$ cat config.mk
export PLATFORM = sky130hd
export DESIGN_NAME = lp_filter_ctrl
export DESIGN_NICKNAME = d
export VERILOG_FILES = /design/src/rtl/lp_filter_ctrl.sv
export SDC_FILE = /design/constraint.sdc
export NUM_CORES = 1
export LEC_CHECK = 0
export ABC_AREA = 1
export CAP_MARGIN = 15
export CORE_ASPECT_RATIO = 0.8
export CORE_MARGIN = 2
export CORE_UTILIZATION = 40
export CTS_BUF_LIST = sky130_fd_sc_hd__clkbuf_4 sky130_fd_sc_hd__clkbuf_8
export DETAILED_ROUTE_END_ITERATION = 6
export PLACE_DENSITY = 0.74
export SYNTH_ARGS = -nofsm -noshare
export SYNTH_HDL_FRONTEND = slang
export SYNTH_SLANG_ARGS = --single-unit
$ cat constraint.sdc
create_clock -name clk_i -period 1.8 [get_ports clk_i]
set_input_delay 0.18 -clock clk_i [delete_from_list [all_inputs] [get_ports clk_i]]
set_output_delay 0.18 -clock clk_i [all_outputs]
set_load 0.05 [all_outputs]
$ cat src/rtl/lp_filter_ctrl.sv
// lp_filter_ctrl: sequencer in front of the laser low_pass filter (clear, warm-up discard, run).
// Optional raw warm-up bypass to the downstream port: define LP_WARMUP_BYPASS_EN.
module lp_filter_ctrl #(
    parameter  int LP_DEPTH   = 8,
    parameter  int DATA_WIDTH = 16,
    parameter  int FLUSH_CYC  = 4,
    localparam int DW         = $clog2(LP_DEPTH) + 1
) (
    input  logic                  clk_i,
    input  logic                  rst_i,
    input  logic                  cfg_en_i,
    input  logic                  cfg_wr_i,
    input  logic [DW-1:0]         cfg_depth_i,
    input  logic                  laser_vld_i,
    input  logic [DATA_WIDTH-1:0] laser_data_i,
    output logic                  lp_clr_o,
    output logic [DW-1:0]         lp_depth_o,
    output logic                  lp_vld_o,
    output logic [DATA_WIDTH-1:0] lp_data_o,
    input  logic                  lp_vld_i,
    input  logic [DATA_WIDTH-1:0] lp_data_i,
    output logic                  out_vld_o,
    output logic [DATA_WIDTH-1:0] out_data_o,
    output logic [1:0]            state_o,
    output logic [15:0]           drop_cnt_o
);

    typedef enum logic [1:0] {
        IDLE  = 2'd0,
        FLUSH = 2'd1,
        PRIME = 2'd2,
        RUN   = 2'd3
    } state_e;

    localparam int FW = $clog2(FLUSH_CYC + 1);

    state_e          state, state_nxt;
    logic [FW-1:0]   flush_cnt;
    logic [DW-1:0]   prime_cnt;
    logic [DW-1:0]   depth_r;
    logic [DW-1:0]   depth_clamped;
    logic            warmup, fwd_en, run_take;

    assign depth_clamped = (cfg_depth_i == '0 || cfg_depth_i > DW'(LP_DEPTH))
                         ? DW'(LP_DEPTH) : cfg_depth_i;
    assign warmup   = (state == IDLE) || (state == FLUSH);
    assign fwd_en   = (state == PRIME) || (state == RUN);
    assign run_take = (state == RUN) && (state_nxt == RUN) && lp_vld_i;

    // NOTE: every signal written in always_comb gets a default first, so no path infers a latch.
    always_comb begin
        state_nxt = state;
        case (state)
            IDLE:    state_nxt = FLUSH;
            FLUSH:   if (flush_cnt == FW'(FLUSH_CYC - 1)) state_nxt = PRIME;
            PRIME:   if (lp_vld_i && (prime_cnt + DW'(1) == depth_r)) state_nxt = RUN;
            default: state_nxt = state;
        endcase
        // Reconfiguration restarts the warm-up; disabling overrides everything.
        if (cfg_wr_i && state != IDLE) state_nxt = FLUSH;
        if (!cfg_en_i)                 state_nxt = IDLE;
    end

    // NOTE: sequential state uses non-blocking assignments only; reset is asynchronous.
    always_ff @(posedge clk_i or posedge rst_i) begin
        if (rst_i) begin
            state      <= IDLE;
            depth_r    <= DW'(LP_DEPTH);
            flush_cnt  <= '0;
            prime_cnt  <= '0;
            lp_clr_o   <= 1'b1;
            lp_vld_o   <= 1'b0;
            lp_data_o  <= '0;
            out_vld_o  <= 1'b0;
            out_data_o <= '0;
            drop_cnt_o <= '0;
        end else begin
            state <= state_nxt;
            if (cfg_wr_i) depth_r <= depth_clamped;

            flush_cnt <= (state == FLUSH && state_nxt == FLUSH && !cfg_wr_i)
                       ? flush_cnt + FW'(1) : '0;
            prime_cnt <= (state == PRIME && state_nxt == PRIME)
                       ? prime_cnt + DW'(lp_vld_i) : '0;

            // Clear tracks the registered state so it is high exactly in IDLE and FLUSH.
            lp_clr_o <= (state_nxt == IDLE) || (state_nxt == FLUSH);

            if (fwd_en) begin
                lp_vld_o  <= laser_vld_i;
                lp_data_o <= laser_data_i;
            end else begin
                lp_vld_o  <= 1'b0;
            end

`ifdef LP_WARMUP_BYPASS_EN
            if (state != RUN) begin
                out_vld_o <= laser_vld_i;
                if (laser_vld_i) out_data_o <= laser_data_i;
            end else begin
                out_vld_o <= run_take;
                if (run_take) out_data_o <= lp_data_i;
            end
            drop_cnt_o <= '0;
`else
            out_vld_o <= run_take;
            if (run_take) out_data_o <= lp_data_i;
            if (warmup && laser_vld_i && drop_cnt_o != 16'hFFFF)
                drop_cnt_o <= drop_cnt_o + 16'd1;
`endif
        end
    end

    assign lp_depth_o = depth_r;
    assign state_o    = state;

endmodule

==> results of run 1 <==
## timing repair
| item | in CTS | in global routing |
|---|---|---|
| endpoints found under the setup margin | 5 | 6 |
| gates resized for setup | 5 | 6 |
| gates cloned | 0 | 0 |
| pin swaps | 0 | 0 |
## final timing paths
kind	endpoint
max in group asynchronous	lp_depth_o[3]
setup / recovery	drop_cnt_o[7]
setup reg to reg	drop_cnt_o[7]
hold / removal	drop_cnt_o[11]
hold reg to reg	flush_cnt[0]
min in group clk_i	out_data_o[3]
## placed cells by master (no fill, tap or decap), types with 3 or more instances in the layout
cell type          n
o22ai_1            3
buf_4             11
ha_1               6
dlygate4sd2_1      5
buf_12             3
dfrtp_1           60
xnor2_1            6
nand3_1           11
clkdlybuf4s50_1   81
nand2_1          177
nor2_1            23
xor2_1             8
inv_1             31
clkbuf_8           9
a21oi_1            4
dlymetal6s2s_1     6
o21ai_0            8
clkinvlp_4         4
## layer usage
layer	GRT usage, %	part of all wire (%)	vias up
met3	6.45	6.3	9
li1	-	-	1321
met2	31.0	46	79
met5	0	0	-
met1	24.0	47	1179
met4	6.30	1.3	0
## where the power goes
group	switching [mW]	internal, mW
Combinational	0.489	0.295
Clock	0.578	0.659
Sequential	0.0960	1.52
## layout make-up
cell class / count / area (um2)
clock buffer: 10 / 131
clock inverter: 6 / 70.1
fill: 659 / 2980
inverter: 34 / 133
multi-input combinational: 257 / 1180
sequential: 64 / 1610
tap: 90 / 113
timing repair buffer: 106 / 1070
## worst register-to-register path, cell delays in order, from the launching register on
cell	delay, ns
dfrtp_2	0.40
ha_1	0.24
inv_1	0.07
nor2_2	0.16
nand2_1	0.14
o21bai_4	0.18
inv_2	0.15
nand2_1	0.12
o21ai_0	0.08
## sequential cells by signal, summed over array words and instances, names as in the netlist
| name | flops |
|---|---|
| lp_data_o | 16 |
| flush_cnt | 3 |
| out_vld_o | 1 |
| lp_clr_o | 1 |
| prime_cnt | 4 |
| drop_cnt_o | 16 |
| lp_depth_o | 4 |
| out_data_o | 16 |
| state_o | 2 |
| lp_vld_o | 1 |
## cell families (layout without fill, tap and decap cells)
group | count (synthesis) | count (layout)
xor+xnor | 14 | 14
buf+inv | 43 | 156
fa+ha+maj | 6 | 6
flops | 64 | 64
simple gates | 220 | 220
compound gates | 17 | 17
==> results.sh, run 1 <==
export IMPL_outcome="finished clean"
export IMPL_syn_num_nets=412
export IMPL_finalHoldViolCount=0
export IMPL_track_usage_pct=19.0
export IMPL_grt_max_degree=29
export IMPL_cp_end_kind="output port"
export IMPL_vias=2588
export IMPL_clk_pin_slew_ns=0.07
export IMPL_cts_buffers=9
export IMPL_crit_slowest_cell="clkdlybuf4s50_1"
export IMPL_synth_most_common_cell="nand2_1"
export IMPL_clockRootBuffer="clkbuf_8"
export IMPL_wire_per_inst_um=12.6
export IMPL_final_net_count=520
export IMPL_route_detailed_drc=0
export IMPL_drt_first_pass_iters=4
export IMPL_setup_slack_ns=0.0573
export IMPL_clockBufferDepth=2
export IMPL_fin_util_pct=59.1
export IMPL_cts_setup_buffers=0
export IMPL_synth_xor_area_share_pct=4.13
export IMPL_powerDensity_nw_per_um2=845
export IMPL_synth_fa_ha_area_share_pct=2.53
export IMPL_max_slew_margin_pct=65.1
export IMPL_cts_tree="built"
export IMPL_finalNonFillerCells=567
export IMPL_fmax_ghz=0.574
export IMPL_drv_cap=0
export IMPL_die_w_um=100
export IMPL_crit_type="reg -> out"
export IMPL_period_needed_ns=1.74
export IMPL_worstPathCellList="clkdlybuf4s50_1"
export IMPL_path_max_fanout=4
export IMPL_synth_top_area_cell="dfrtp_1"
export IMPL_yosysTopAreaCellShare_pct=52.2
export IMPL_netlist_area_um2=2970
export IMPL_dieArea_um2=8140
export IMPL_crit_family="buffers and inverters"
export IMPL_placed_cells=551
export IMPL_ys_seq_area_share_pct=54.0
export IMPL_die_y_um=81.1
export IMPL_routabilityCongestion=0.852
export IMPL_grt_remaining_overflow=0
export IMPL_cts_num_sinks=64
export IMPL_synth_compound_area_share_pct=3.50
export IMPL_drt_iter0_markers=92
export IMPL_syn_inst=364
export IMPL_clkLatencyLatePin_ns=0.34
export IMPL_worstPathArrival_ns=1.56
export IMPL_synth_mux_area_share_pct=0
export IMPL_p_leak_nw=2.15
export IMPL_cp_num_cells=1
export IMPL_ys_warn_count=0
export IMPL_post_place_ws_ns=0.164
export IMPL_core_rowCount=28
export IMPL_stdcell_area_um2=4310
export IMPL_cts_hold_buffers=0
export IMPL_grt_pass1_vias=2620
export IMPL_n_antenna_cell=0
export IMPL_ir_drop_mv=0.481
export IMPL_cts_max_level=3
export IMPL_tightest_slew_ns=0.522
export IMPL_synth_top_flop_cell="dfrtp_1"
export IMPL_setup_violations_final=0
export IMPL_crit_path_start_kind="flop"
export IMPL_cp_required_ns=1.62
export IMPL_timing_hold_ws_ns=0.212
export IMPL_yosysUniqueCellTypes=28
export IMPL_grt_pass1_wl_mm=12.0
export IMPL_reg2regPathDepth=8
export IMPL_critical_path_max_stage_delay_ns=0.83
export IMPL_crit_buf_inv=1
export IMPL_fin_tns_setup_ns=0
export IMPL_hpwl_mm=5.28
export IMPL_synthTopCellsByCount="177 x nand2_1, 62 x dfrtp_1, 32 x inv_1, 23 x nor2_1, 11 x nand3_1"
export IMPL_drt_wl_total_mm=7.14
export IMPL_via_per_inst=4.56
export IMPL_synth_edf_count=0
export IMPL_coreArea_um2=7290
export IMPL_critPathLaunch="drop_cnt_o[7]"
export IMPL_min_period_over_period_pct=96.8
export IMPL_antenna_found_initial=0
export IMPL_fin_total_pwr_mw=3.64
export IMPL_port_buffers=98
export IMPL_ys_top_cells_by_area="dfrtp_1 52%, nand2_1 22%, inv_1 4.0%"
export IMPL_ios=99
export IMPL_rsz0062_at_grt="false"
export IMPL_final_layout_size_suffix_gt1_share_pct=8.81
export IMPL_drtAntennaViolNets=0
export IMPL_drv_slew=0
export IMPL_placed_cell_area_um2=4100
export IMPL_area_growth_pct=45.0
export IMPL_synth_simple_area_share_pct=29.7
export IMPL_synthArstFlopShare_pct=100
export IMPL_reg2reg_from="drop_cnt_o[0]"
export IMPL_start_util_pct=40.8
export IMPL_ys_ff_latch=64
export IMPL_rrSetupSlack_ns=0.15
export IMPL_hold_class="in -> async"
export IMPL_avgSynthCellArea_um2=8.16
export IMPL_fin_skew_ns=0.00655
export IMPL_synth_top_family_by_area="simple AND/OR/NAND/NOR gates"
(Power assumes the default switching activity.)
==> run 2: changes to the inputs <==
--- a/config.mk
+++ b/config.mk
@@ -13,6 +13,7 @@
 export CTS_BUF_LIST = sky130_fd_sc_hd__clkbuf_4 sky130_fd_sc_hd__clkbuf_8
 export DETAILED_ROUTE_END_ITERATION = 6
 export PLACE_DENSITY = 0.74
+export SLEW_MARGIN = 20
 export SYNTH_ARGS = -nofsm -noshare
 export SYNTH_HDL_FRONTEND = slang
 export SYNTH_SLANG_ARGS = --single-unit
==> results of run 2 <==
Same layout as run 1: the final DEF is identical, and so are final timing and power.
==> run 3: changes to the inputs <==
==> constraint.sdc (replaced) <==
create_clock -name clk_i -period 1.6 [get_ports clk_i]
set_input_delay 0.16 -clock clk_i [delete_from_list [all_inputs] [get_ports clk_i]]
set_output_delay 0.16 -clock clk_i [all_outputs]
set_load 0.05 [all_outputs]
==> results.sh, run 3 (synthesis gave the netlist of run 1 again) <==
export IMPL_track_usage_pct=18.5
export IMPL_rrSetupSlack_ns=-0.01
export IMPL_cts_max_level=3
export IMPL_dieArea_um2=8140
export IMPL_setup_slack_ns=-0.0143
export IMPL_drv_slew=0
export IMPL_final_cell_mix="157 x nand2_1, 66 x buf_4, 46 x dfrtp_1, 41 x clkdlybuf4s50_1, 30 x inv_1"
export IMPL_clockRootBuffer="clkbuf_8"
export IMPL_hold_class="in -> async"
export IMPL_die_w_um=100
export IMPL_grt_pass1_wl_mm=11.6
export IMPL_cts_hold_buffers=0
export IMPL_ir_drop_mv=0.496
export IMPL_cts_buffers=9
export IMPL_max_slew_margin_pct=77.2
export IMPL_die_y_um=81.1
export IMPL_crit_path_start_kind="flop"
export IMPL_cp_end_kind="flop"
export IMPL_final_layout_size_suffix_gt1_share_pct=28.4
export IMPL_p_leak_nw=2.13
export IMPL_violations="setup timing"
export IMPL_cp_required_ns=1.85
export IMPL_crit_family="simple AND/OR/NAND/NOR gates"
export IMPL_setup_violations_final=8
export IMPL_core_rowCount=28
export IMPL_routabilityCongestion=0.848
export IMPL_clkLatencyLatePin_ns=0.35
export IMPL_timing_hold_ws_ns=0.232
export IMPL_clockBufferDepth=2
export IMPL_n_antenna_cell=0
export IMPL_via_per_inst=4.59
export IMPL_worstPathArrival_ns=1.86
export IMPL_vias=2627
export IMPL_reg2regPathDepth=10
export IMPL_grt_pass1_vias=2477
export IMPL_final_common_cell="nand2_1"
export IMPL_crit_buf_inv=1
export IMPL_wire_per_inst_um=12.3
export IMPL_fmax_ghz=0.619
export IMPL_start_util_pct=40.8
export IMPL_worstPathCellList="ha_2 -> ha_4 -> nand2_2 -> nand2_2 -> nand2_4 -> nor2_4 -> nand4_4 -> clkbuf_16 -> nand2_2 -> nand2_1"
export IMPL_fin_total_pwr_mw=4.31
export IMPL_drt_wl_total_mm=7.06
export IMPL_area_growth_pct=47.2
export IMPL_reg2reg_from="flush_cnt[0]"
export IMPL_ios=99
export IMPL_regArea_um2=1620
export IMPL_post_place_ws_ns=-0.0433
export IMPL_cp_num_cells=10
export IMPL_cts_num_sinks=64
export IMPL_powerDensity_nw_per_um2=985
export IMPL_crit_type="reg -> reg"
export IMPL_timing_critical_path_mode_cell="nand2_2"
export IMPL_drv_cap=0
export IMPL_drt_iter0_markers=52
export IMPL_antenna_found_initial=0
export IMPL_crit_slowest_cell="dfrtp_1"
export IMPL_grt_max_degree=65
export IMPL_hpwl_mm=5.01
export IMPL_path_max_fanout=8
export IMPL_rsz0062_at_grt="true"
export IMPL_multiInputGateArea_um2=1280
export IMPL_drt_first_pass_iters=4
export IMPL_port_buffers=98
export IMPL_coreArea_um2=7290
export IMPL_critical_path_max_stage_delay_ns=0.38
export IMPL_finalHoldViolCount=0
export IMPL_cts_tree="built"
export IMPL_route_detailed_drc=0
export IMPL_tightest_slew_ns=0.341
export IMPL_fin_tns_setup_ns=-0.0641
export IMPL_fin_skew_ns=0.00872
export IMPL_final_net_count=525
export IMPL_period_needed_ns=1.61
export IMPL_drtAntennaViolNets=0
export IMPL_outcome="finished, violations left"
export IMPL_grt_remaining_overflow=0
export IMPL_reg_top3="drop_cnt_o (16), lp_data_o (16), out_data_o (16)"
export IMPL_rr_endpoint="out_data_o[11]"
export IMPL_min_period_over_period_pct=101
export IMPL_fillers=655
export IMPL_clk_pin_slew_ns=0.08
run 3: cell types whose count changed in the layout (fill, tap and decap cells not counted), moves of 2 or more:
| cell | previous run | this run |
|---|---|---|
| nand2_1 | 177 | 157 |
| ha_1 | 6 | 3 |
| buf_4 | 11 | 66 |
| nand2_4 | 0 | 3 |
| nand2_2 | 1 | 18 |
| dfrtp_1 | 60 | 46 |
| dfrtp_2 | 2 | 16 |
| dlymetal6s2s_1 | 6 | 0 |
| dlygate4sd2_1 | 5 | 0 |
| clkdlybuf4s50_1 | 81 | 41 |
| ha_4 | 0 | 2 |
run 3: worst max-delay path by stage:
| stage | from | end | slack, ns |
|---|---|---|---|
| after floorplan | state_o[1] | out_data_o[0] | 0.01 |
| after global placement | flush_cnt[0] | out_data_o[1] | 0.07 |
| after detailed placement | flush_cnt[0] | out_data_o[12] | -0.04 |
| after CTS | flush_cnt[0] | out_data_o[8] | 0.004 |
| after global routing | flush_cnt[0] | out_data_o[3] | -0.1 |
| final | flush_cnt[0] | out_data_o[11] | -0.01 |
run 3: worst min-delay path, cell delays in order:
cell and delay (ns):
clkdlybuf4s50_1 0.44, clkinvlp_4 0.09, buf_12 0.29
run 3: power by group:
part           internal, mW  total [mW]  leakage (nW)  switching (mW)
combinational         0.334       0.889          1.25           0.555
clock                 0.902        1.57         0.107           0.671
sequential             1.72        1.85         0.767           0.124
total                  2.96        4.31          2.13            1.35
run 3: layout make-up:
class                      count  share of cell area [%]
timing repair buffer         111                    22.7
inverter                      34                    3.12
multi-input combinational    257                    29.4
clock buffer                  10                    3.00
sequential                    64                    37.1
clock inverter                 6                    2.12
tap                           90                    2.58
run 3: metal layers:
layer  wire length, um  part of all wire (%)  global-route usage [%]  vias up
met2              3210                    45                    28.3       82
met1              3280                    46                    24.5     1200
met5                 0                     0                       0        -
met3               477                   6.8                    6.97       10
met4                99                   1.4                    5.75        0
li1                  -                     -                       -     1335
run 3: what timing repair did:
item | CTS | global route
endpoints found under the setup margin | 16 | 17
gates cloned | 0 | 1
endpoints found under the hold margin | 0 | 0
gates resized for setup | 1 | 29
pin swaps | 0 | 9
buffers inserted | 0 | 3
run 3: stage by stage:
stage / instances / instance area (um2) / util (%)
after floorplan: 364 / 3010 / -
after global placement: 552 / 4000 / 54.9
after detailed placement: 552 / 4000 / 54.9
after CTS: 568 / 4230 / 58.1
after global routing: 572 / 4370 / 60.0
final: 572 / 4370 / 60.0
